`config.mk`:
```
export PLATFORM = sky130hd
export DESIGN_NAME = panda_ex_ctrl
export DESIGN_NICKNAME = d
export VERILOG_FILES = /design/src/rtl/panda_ex_ctrl.sv
export SDC_FILE = /design/constraint.sdc
export NUM_CORES = 1
export LEC_CHECK = 0
export BUFFER_PORTS_ARGS = -buffer_cell sky130_fd_sc_hd__buf_2
export CAP_MARGIN = 20
export CORE_ASPECT_RATIO = 0.9
export CORE_MARGIN = 1.5
export CORE_UTILIZATION = 40
export CTS_BUF_LIST = sky130_fd_sc_hd__clkbuf_8 sky130_fd_sc_hd__clkbuf_16
export DETAILED_ROUTE_END_ITERATION = 8
export PLACE_DENSITY = 0.67
export SLEW_MARGIN = 20
export SYNTH_ARGS = -nofsm -noshare
export SYNTH_HDL_FRONTEND = slang
export SYNTH_SLANG_ARGS = --single-unit
```
`constraint.sdc`:
```
create_clock -name clk_i -period 3.22 [get_ports clk_i]
set_clock_uncertainty 0.05 [all_clocks]
set_input_delay 0 -clock clk_i [delete_from_list [all_inputs] [get_ports clk_i]]
set_output_delay 0 -clock clk_i [all_outputs]
set_load 0.01 [all_outputs]
```
`src/rtl/panda_ex_ctrl.sv`:
```
// EX-stage pipeline controller: load-use interlock, jump/branch redirect and flush,
// multi-cycle ALU sequencing with a watchdog (compiled in only with PANDA_MULTICYCLE_EN).
module panda_ex_ctrl #(
   parameter int unsigned MaxMcCycles = 34
) (
   input  logic        clk_i,
   input  logic        rst_ni,
   input  logic [4:0]  id_rs1_addr_i,
   input  logic [4:0]  id_rs2_addr_i,
   input  logic [4:0]  ex_rd_addr_i,
   input  logic        ex_rd_we_i,
   input  logic        ex_load_i,
   input  logic        jump_i,
   input  logic        branch_i,
   input  logic        branch_cond_i,
   input  logic        mc_start_i,
   input  logic        mc_done_i,
   output logic [1:0]  pc_sel_o,
   output logic        if_id_stall_o,
   output logic        id_ex_stall_o,
   output logic        if_id_flush_o,
   output logic        id_ex_flush_o,
   output logic        mc_timeout_o,
   output logic [31:0] stall_count_o
);

   typedef enum logic [1:0] {
      RUN        = 2'd0,
      LOAD_STALL = 2'd1,
      MC_BUSY    = 2'd2
   } state_e;

   localparam logic [1:0] PcSeq    = 2'b00;
   localparam logic [1:0] PcJump   = 2'b01;
   localparam logic [1:0] PcBranch = 2'b10;

   function automatic logic [31:0] sat_inc(input logic [31:0] v);
      return (v == 32'hFFFF_FFFF) ? v : v + 32'd1;
   endfunction

   state_e      state_q, state_d;
   logic        load_use;
   logic        br_taken;
   logic [31:0] stall_cnt_q;

   assign load_use = ex_load_i && ex_rd_we_i && (ex_rd_addr_i != 5'd0) &&
                     ((ex_rd_addr_i == id_rs1_addr_i) || (ex_rd_addr_i == id_rs2_addr_i));
   assign br_taken = branch_i && branch_cond_i;

`ifdef PANDA_MULTICYCLE_EN
   localparam logic [7:0] WdLast = 8'(MaxMcCycles - 1);

   logic [7:0] wd_q;
   logic       timeout_set;
   logic       mc_timeout_q;
   logic       mc_req;

   assign mc_req = mc_start_i && !mc_done_i;
`else
   logic unused_mc;
   assign unused_mc = mc_start_i ^ mc_done_i ^ (MaxMcCycles == 0);
`endif

   // Outputs are decoded straight from state and inputs so redirects act in the same cycle
   always_comb begin
      state_d       = state_q;
      pc_sel_o      = PcSeq;
      if_id_stall_o = 1'b0;
      id_ex_stall_o = 1'b0;
      if_id_flush_o = 1'b0;
      id_ex_flush_o = 1'b0;
`ifdef PANDA_MULTICYCLE_EN
      timeout_set   = 1'b0;
`endif
      case (state_q)
         RUN: begin
            if (jump_i) begin
               pc_sel_o      = PcJump;
               if_id_flush_o = 1'b1;
               id_ex_flush_o = 1'b1;
            end else if (br_taken) begin
               pc_sel_o      = PcBranch;
               if_id_flush_o = 1'b1;
               id_ex_flush_o = 1'b1;
            end else if (load_use) begin
               if_id_stall_o = 1'b1;
               id_ex_flush_o = 1'b1;
               state_d       = LOAD_STALL;
`ifdef PANDA_MULTICYCLE_EN
            end else if (mc_req) begin
               if_id_stall_o = 1'b1;
               id_ex_stall_o = 1'b1;
               state_d       = MC_BUSY;
`endif
            end
         end
         LOAD_STALL: state_d = RUN;
`ifdef PANDA_MULTICYCLE_EN
         MC_BUSY: begin
            if (mc_done_i) begin
               state_d = RUN;
            end else if (wd_q == WdLast) begin
               timeout_set = 1'b1;
               state_d     = RUN;
            end else begin
               if_id_stall_o = 1'b1;
               id_ex_stall_o = 1'b1;
            end
         end
`endif
         default: state_d = RUN;
      endcase
   end

   always_ff @(posedge clk_i or negedge rst_ni) begin
      if (!rst_ni) begin
         state_q     <= RUN;
         stall_cnt_q <= 32'd0;
      end else begin
         state_q <= state_d;
         if (if_id_stall_o) begin
            stall_cnt_q <= sat_inc(stall_cnt_q);
         end
      end
   end

`ifdef PANDA_MULTICYCLE_EN
   // Watchdog restarts from zero whenever EX is not busy, so MC_BUSY entry sees 0
   always_ff @(posedge clk_i or negedge rst_ni) begin
      if (!rst_ni) begin
         wd_q         <= 8'd0;
         mc_timeout_q <= 1'b0;
      end else begin
         mc_timeout_q <= timeout_set;
         if (state_q == MC_BUSY) begin
            wd_q <= wd_q + 8'd1;
         end else begin
            wd_q <= 8'd0;
         end
      end
   end

   assign mc_timeout_o = mc_timeout_q;
`else
   assign mc_timeout_o = 1'b0;
`endif

   assign stall_count_o = stall_cnt_q;

endmodule
```
==> results.md, run 1 <==
* Outcome: finished clean
* Syn Inst Count at around 190
* Vias in the first global route at 1,463
* Detail Route Antenna Nets at 0
* Worst setup EP type: flip-flop
* Worst path slowest cell: dfrtp_1
* Root buf cell: clkbuf_8
* Share of layout cells above drive strength 1 at 0.337
* I/O Buffers at 58
* Initial DRC Count at 76
* Clock Pin Slew Worst Setup and Hold Paths at around 70 ps
* Critical path's largest stage delay at 450 ps
* CORE AREA at 4550 sq um
* Hold Fails Final Rpt at 0
* CP Launch Point: stall_count_o[0]
* Rel. slew slack at 0.503
* Synth area leader: dfrtp_1
* Max Freq at between 0.4 and 0.5 GHz
* Half-perimeter wire length after placement at between 2000 and 3000 um
* Cell count after placement at around 300
* Reg2reg start: stall_count_o[0]
* WL final at 4070 um
* CP max FO at 15
* Period utilisation layout at 0.700
* Synthesis-to-layout area growth at 23.0%
* Post-synthesis average cell area at 10.2 sq um
* Drt wl/cell at 12.9 um
* Via count at around 1,600
* Worst Reg-to-Reg Cells at 7
* Worst EP arrival at 2410 ps
* Flop-to-flop setup slack at 960 ps
* Die width at 76.4 um
* First-pass GRT wire length at 6930 um
* Vert. Die Dim at between 60 and 70 um
* Number of fillers in the final layout at 441
* Initial antenna violation count at 0
* Final cell count without fillers at 317
* Die Area at ~5300 sq um
* Leak Pwr at 1.20 nW
* Post-Syn Area at 1940 sq um
* CTS Buf Count at 5
* Initial Util at 0.427
* Critical path class: reg -> reg
* First-pass DRT Iterations at 4
* CTS Sinks at 33
* Clock Latency Late Sink at 280 ps
* TritonCTS clock tree: built
* Crit path to: stall_count_o[13]
* Post-synth top area share at 0.426
* Max-cap violations at 0
* GRT Overall Usage at 0.163
* Seq/Total Area, Yosys at 0.426
* Flip-flop and latch area at between 800 and 900 sq um
* Buf+Inv Stages, Crit Path at 0
* Final setup viols at 0
* P per Cell Area at 355 nW/um^2
* Worst-Margin Slew at 745 ps
* Gr ovfl total at 0
* IO Count at 63
* H-tree levels at 2
* Post-CTS sizing at 0
* Final min period at around 2300 ps
* Capturing point of the worst reg2reg path: stall_count_o[13]
* Vias per cell at between 5 and 6
* Count of cell types in the netlist at 34
* RSZ-0062 raised after global routing: false
* Worst min-delay path category: in -> reg
* Fin. max-slew vios at 0
* Largest net degree at the start of global routing at 34
* Delay-heaviest family, CP: simple AND/OR/NAND/NOR gates
* Maximum vdd drop at ~0.15 mV
* Crit path cell chain: ha_1, nand4_1, nor2_1, nand4_1, nand3_2, nor4_1, xor2_1
* Top cells by area, synth: dfrtp_1 (43%), xnor2_1 (10%), xor2_1 (8.1%)
* Remaining DRCs at 0
* N_diodes at 0
* Crit path launch type: flip-flop
* Register bit total from synthesis at 33
* Routability cong. at 0.745
* FP Rows at 23
* Slack of the critical path at 965 ps
* DP Worst Slack at 989 ps
* Number of synthesis warnings at 0
* CP dominant cell by count: nand4_1
* Area of the multi-input gates at 1060 sq um
* Levels on crit path at 7
* Setup TNS at 0 ps
* CP required at 3380 ps
* Clock Path Buffers at 2
* Final net count at around 280
cell usage after synthesis:
library cell and number:
dfrtp_1 33, xnor2_1 23, nand3_1 20, nor2_1 18
xor2_1 18, nand2_1 14, nand4_1 10, nor4_1 9
nor3_1 7, nand3_2 5, inv_1 4, and3_1 3
a21oi_1 2, buf_4 2, buf_6 2, nand4_4 2
nor4b_2 2, and2_2 1, and3_4 1, conb_1 1
ha_1 1, inv_2 1, mux2_2 1, nand2_2 1
nand3_4 1, nand4b_1 1, nor2_2 1, nor2_4 1
nor2b_1 1, nor4_2 1, nor4_4 1, nor4b_4 1
o22ai_1 1, or4_1 1
repair_timing:
action	4_1_cts	5_1_grt
hold buffers	1	0
endpoints found under the hold margin	33	0
setup buffers	0	0
endpoints found under the setup margin	0	0
per-layer routing:
layer / up-vias / share of wire / track usage
met4: 0 / 0.015 / 0.0679
met3: 5 / 0.048 / 0.0318
li1: 800 / - / -
met1: 769 / 0.48 / 0.218
met2: 58 / 0.46 / 0.257
met5: - / 0 / 0
report_power, final:
part	internal, W	total [W]	switching (W)
Clock	0.000193	0.000342	0.000148
Sequential	0.000421	0.000434	0.0000124
Combinational	0.0000350	0.0000722	0.0000372
Total	0.000649	0.000847	0.000198
sequential cells by signal, indices dropped and copies added, names as in the netlist:
register       cells
state_q            1
stall_count_o     32
worst reg2reg max path, stage by stage (launching register included):
cell,delay [ps]
dfrtp_1,450
ha_1,310
nand4_1,190
nor2_1,70
nand4_1,200
nand3_2,320
nor4_1,420
xor2_1,170
layout by cell type, fill, tap and decap left out, types with 2 or more instances in the layout:
master and instances:
buf_2 58, dfrtp_1 33, xnor2_1 23, nand3_1 20, nor2_1 18, xor2_1 18
nand2_1 14, nand4_1 10, nor4_1 9, nor3_1 7, clkbuf_8 7, nand3_2 5
inv_1 4, and3_1 3, a21oi_1 2, nor4b_2 2, nand4_4 2, conb_1 2
area by class of cell:
cell class,instances,share of cell area
timing repair buffer,59,0.126
sequential,33,0.346
inverter,5,0.00787
clock inverter,1,0.00210
tap,62,0.0325
multi-input combinational,150,0.445
clock buffer,7,0.0404
cell families (layout without fill, tap and decap cells):
kind of cell,after synthesis,in the layout,share of synthesized area
AO/OA/AOI/OAI,3,3,0.00838
XOR/XNOR,41,41,0.185
adder cells (fa/ha/maj),1,1,0.00645
buffers and inverters,9,72,0.0290
flip-flops,33,33,0.426
multiplexers,1,1,0.00580
other,1,2,0.00193
AND/OR/NAND/NOR,102,102,0.338
metrics by stage:
step	cell area, sq um	power [W]	utilization	hold WS [ps]
4_1_cts	2390	0.000858	0.525	199
2_1_floorplan	1940	0.000478	-	-346
6_report	2390	0.000847	0.525	201
5_1_grt	2390	0.000886	0.525	237
3_5_place_dp	2270	0.000514	0.500	55.7
3_3_place_gp	2270	0.000513	0.500	57.3
how the worst min path moves through the flow:
stage	from	end	slack [ps]	depth (start not counted)
after floorplan	rst_ni	stall_count_o[0]	-350	0
after global placement	rst_ni	stall_count_o[7]	60	1
after detailed placement	rst_ni	stall_count_o[11]	60	1
after CTS	ex_rd_we_i	state_q[0]	200	5
after global routing	jump_i	pc_sel_o[1]	240	3
final	ex_rd_we_i	state_q[0]	200	5
No activity file was read; power rests on OpenSTA's default activity.
==> inputs of run 2 (changes only) <==
Settings changed: PLACE_DENSITY 0.67 to 0.7.
Clock period 3.22 ns to 1.85 ns, I/O delays scaled along.
==> run 2 against run 1 <==
Register-to-register slack got worse by 910 ps. Largest power group is now the clock network. First-iteration DRC count is 39% higher. Maximum frequency grew 26%. Cell count grew 15%. Critical path depth is 1 higher.
==> results.md, run 2 (synthesis gave the netlist of run 1 again) <==
* Hold Startpoint: jump_i
* IO Count at 63 (unchanged)
* CP max FO at 8 (-7)
* Vert. Die Dim at 69.1 um (unchanged)
* FP Rows at 23 (unchanged)
* CTS Sinks at 33 (unchanged)
* Synthesis-to-layout area growth at 52.3%
* CP Launch Point: stall_count_o[6]
* Cell count after placement at 350 (+14%)
* CORE AREA at 4550 sq um (unchanged)
* Critical path class: reg -> reg
* Period utilisation layout at 0.971 (+0.271)
* Final instance area at 2960 sq um (+24%)
* Worst setup EP type: flip-flop
* Die Area at 5280 sq um (unchanged)
* Share of layout cells above drive strength 1 at 0.493 (+0.156)
* Drt wl/cell at 13.0 um (+1.2%)
* I/O Buffers at 58 (unchanged)
* CTS Buf Count at 5 (unchanged)
* Number of fillers in the final layout at 355 (-20%)
* Via count at 1,844 (+13%)
* Leak Pwr at 1.51 nW (+26%)
* Rel. slew slack at 0.519 (+0.0157)
* GRT Overall Usage at 0.179 (+0.0164)
* Vias in the first global route at 1,692 (+16%)
* Initial antenna violation count at 0 (unchanged)
* H-tree levels at 2 (unchanged)
* Initial DRC Count at 106 (+39%)
* Worst-Margin Slew at 722 ps (-23.6 ps)
* Clock Latency Late Sink at 290 ps (about the same)
* Hold Fails Final Rpt at 0 (unchanged)
* Reg2reg start: stall_count_o[6]
* RSZ-0062 raised after global routing: true
* Final cell count without fillers at 364 (+15%)
* Half-perimeter wire length after placement at 3370 um (+13%)
* Worst EP arrival at 1960 ps (-450 ps)
* Initial Util at 0.427 (unchanged)
* WL final at 4740 um (+16%)
* Final min period at 1800 ps (-458 ps)
* Flip-flop and latch area at 828 sq um (+0.30%)
* Max Freq at 0.557 GHz (+26%)
* Final setup viols at 0 (unchanged)
* Routability cong. at 0.788 (+5.8%)
* Largest register FFs at 32 (unchanged)
* Maximum vdd drop at 0.420 mV (+180%)
* TritonCTS clock tree: built
* Vias per cell at 5.07 (-1.6%)
* Detail Route Antenna Nets at 0 (unchanged)
* First-pass GRT wire length at 7450 um (+7.5%)
* Fin. max-slew vios at 0 (unchanged)
* Final net count at 326 (+17%)
* Outcome: finished clean
* Layout Utilization at 0.650 (+0.125)
* Crit path launch type: flip-flop
* Die width at 76.4 um (unchanged)
* Largest net degree at the start of global routing at 34 (unchanged)
* Clock Pin Slew Worst Setup and Hold Paths at 70 ps (about the same)
* Area of the multi-input gates at 1220 sq um (+15%)
* Pwr Total at 0.00173 W (+100%)
* Commonest non-fill, non-tap cells in the layout: buf_2 (58), buf_4 (44), dfrtp_1 (31)
* Post-DP Area at 2610 sq um (+15%)
* Root buf cell: clkbuf_8
* Max-cap violations at 0 (unchanged)
* Clock Path Buffers at 2 (unchanged)
* P per Cell Area at 585 nW/um^2 (+65%)
* Worst min-delay path category: in -> out
* First-pass DRT Iterations at 4 (unchanged)
* Gr ovfl total at 0 (unchanged)
* Setup TNS at 0 ps (unchanged)
* CP required at 2010 ps (-1370 ps)
* N_diodes at 0 (unchanged)
* Remaining DRCs at 0 (unchanged)
* Commonest non-fill, non-tap cell in the layout: buf_2
[run 2: cell types whose count changed in the layout (fill, tap and decap cells not counted), moves of 4 or more]
cell    previous run  this run
buf_4              0        44
nor4_1             9         0
nor4_2             1         6
nor4_4             1         5
[run 2: final cells by class]
| type | count | area share |
|---|---|---|
| Clock inverter | 3 | 0.0220 |
| Multi-Input combinational cell | 150 | 0.412 |
| Timing Repair Buffer | 106 | 0.228 |
| Tap cell | 62 | 0.0262 |
| Clock buffer | 5 | 0.0233 |
| Inverter | 5 | 0.00804 |
| Sequential cell | 33 | 0.280 |
[run 2: final timing paths]
kind,to,slack (ps),depth (start not counted)
setup / recovery,stall_count_o[28],50,8
hold / removal,pc_sel_o[1],210,3
setup reg to reg,stall_count_o[28],50,8
hold reg to reg,stall_count_o[16],480,1
max in group asynchronous,stall_count_o[1],1000,2
min in group asynchronous,stall_count_o[15],250,2
[run 2: worst max-delay path, stage by stage (launching register included)]
cell	delay (ps)
dfrtp_1	420
nand3_2	130
nor2_4	160
nand3_4	110
buf_6	140
nor4_4	220
buf_6	200
nand4b_1	140
xnor2_1	140
[run 2: per-layer routing]
metal	global-route usage	up-vias	routed length, um
li1	-	892	-
met1	0.214	874	1960
met2	0.296	71	2380
met3	0.0517	7	309
met4	0.0864	0	91
met5	0	-	0
[run 2: power breakdown]
part / internal, W / switching, W / leakage, nW
combinational: 0.0000838 / 0.0000905 / 0.991
clock: 0.000535 / 0.000272 / 0.0681
sequential: 0.000735 / 0.0000128 / 0.447
[run 2: timing repair]
action / in CTS / in global routing
resized for setup: 0 / 28
hold endpoints to repair: 33 / 0
hold buffers: 1 / 0
buffers inserted: 0 / 5
setup endpoints to repair: 0 / 31
[run 2: metrics by stage]
step,setup WS [ps],hold slack (ps)
after floorplan,46.7,-346
after global placement,64.6,50.3
after detailed placement,23.9,47.0
after CTS,4.24,199
after global routing,-50.5,238
final,53.1,211
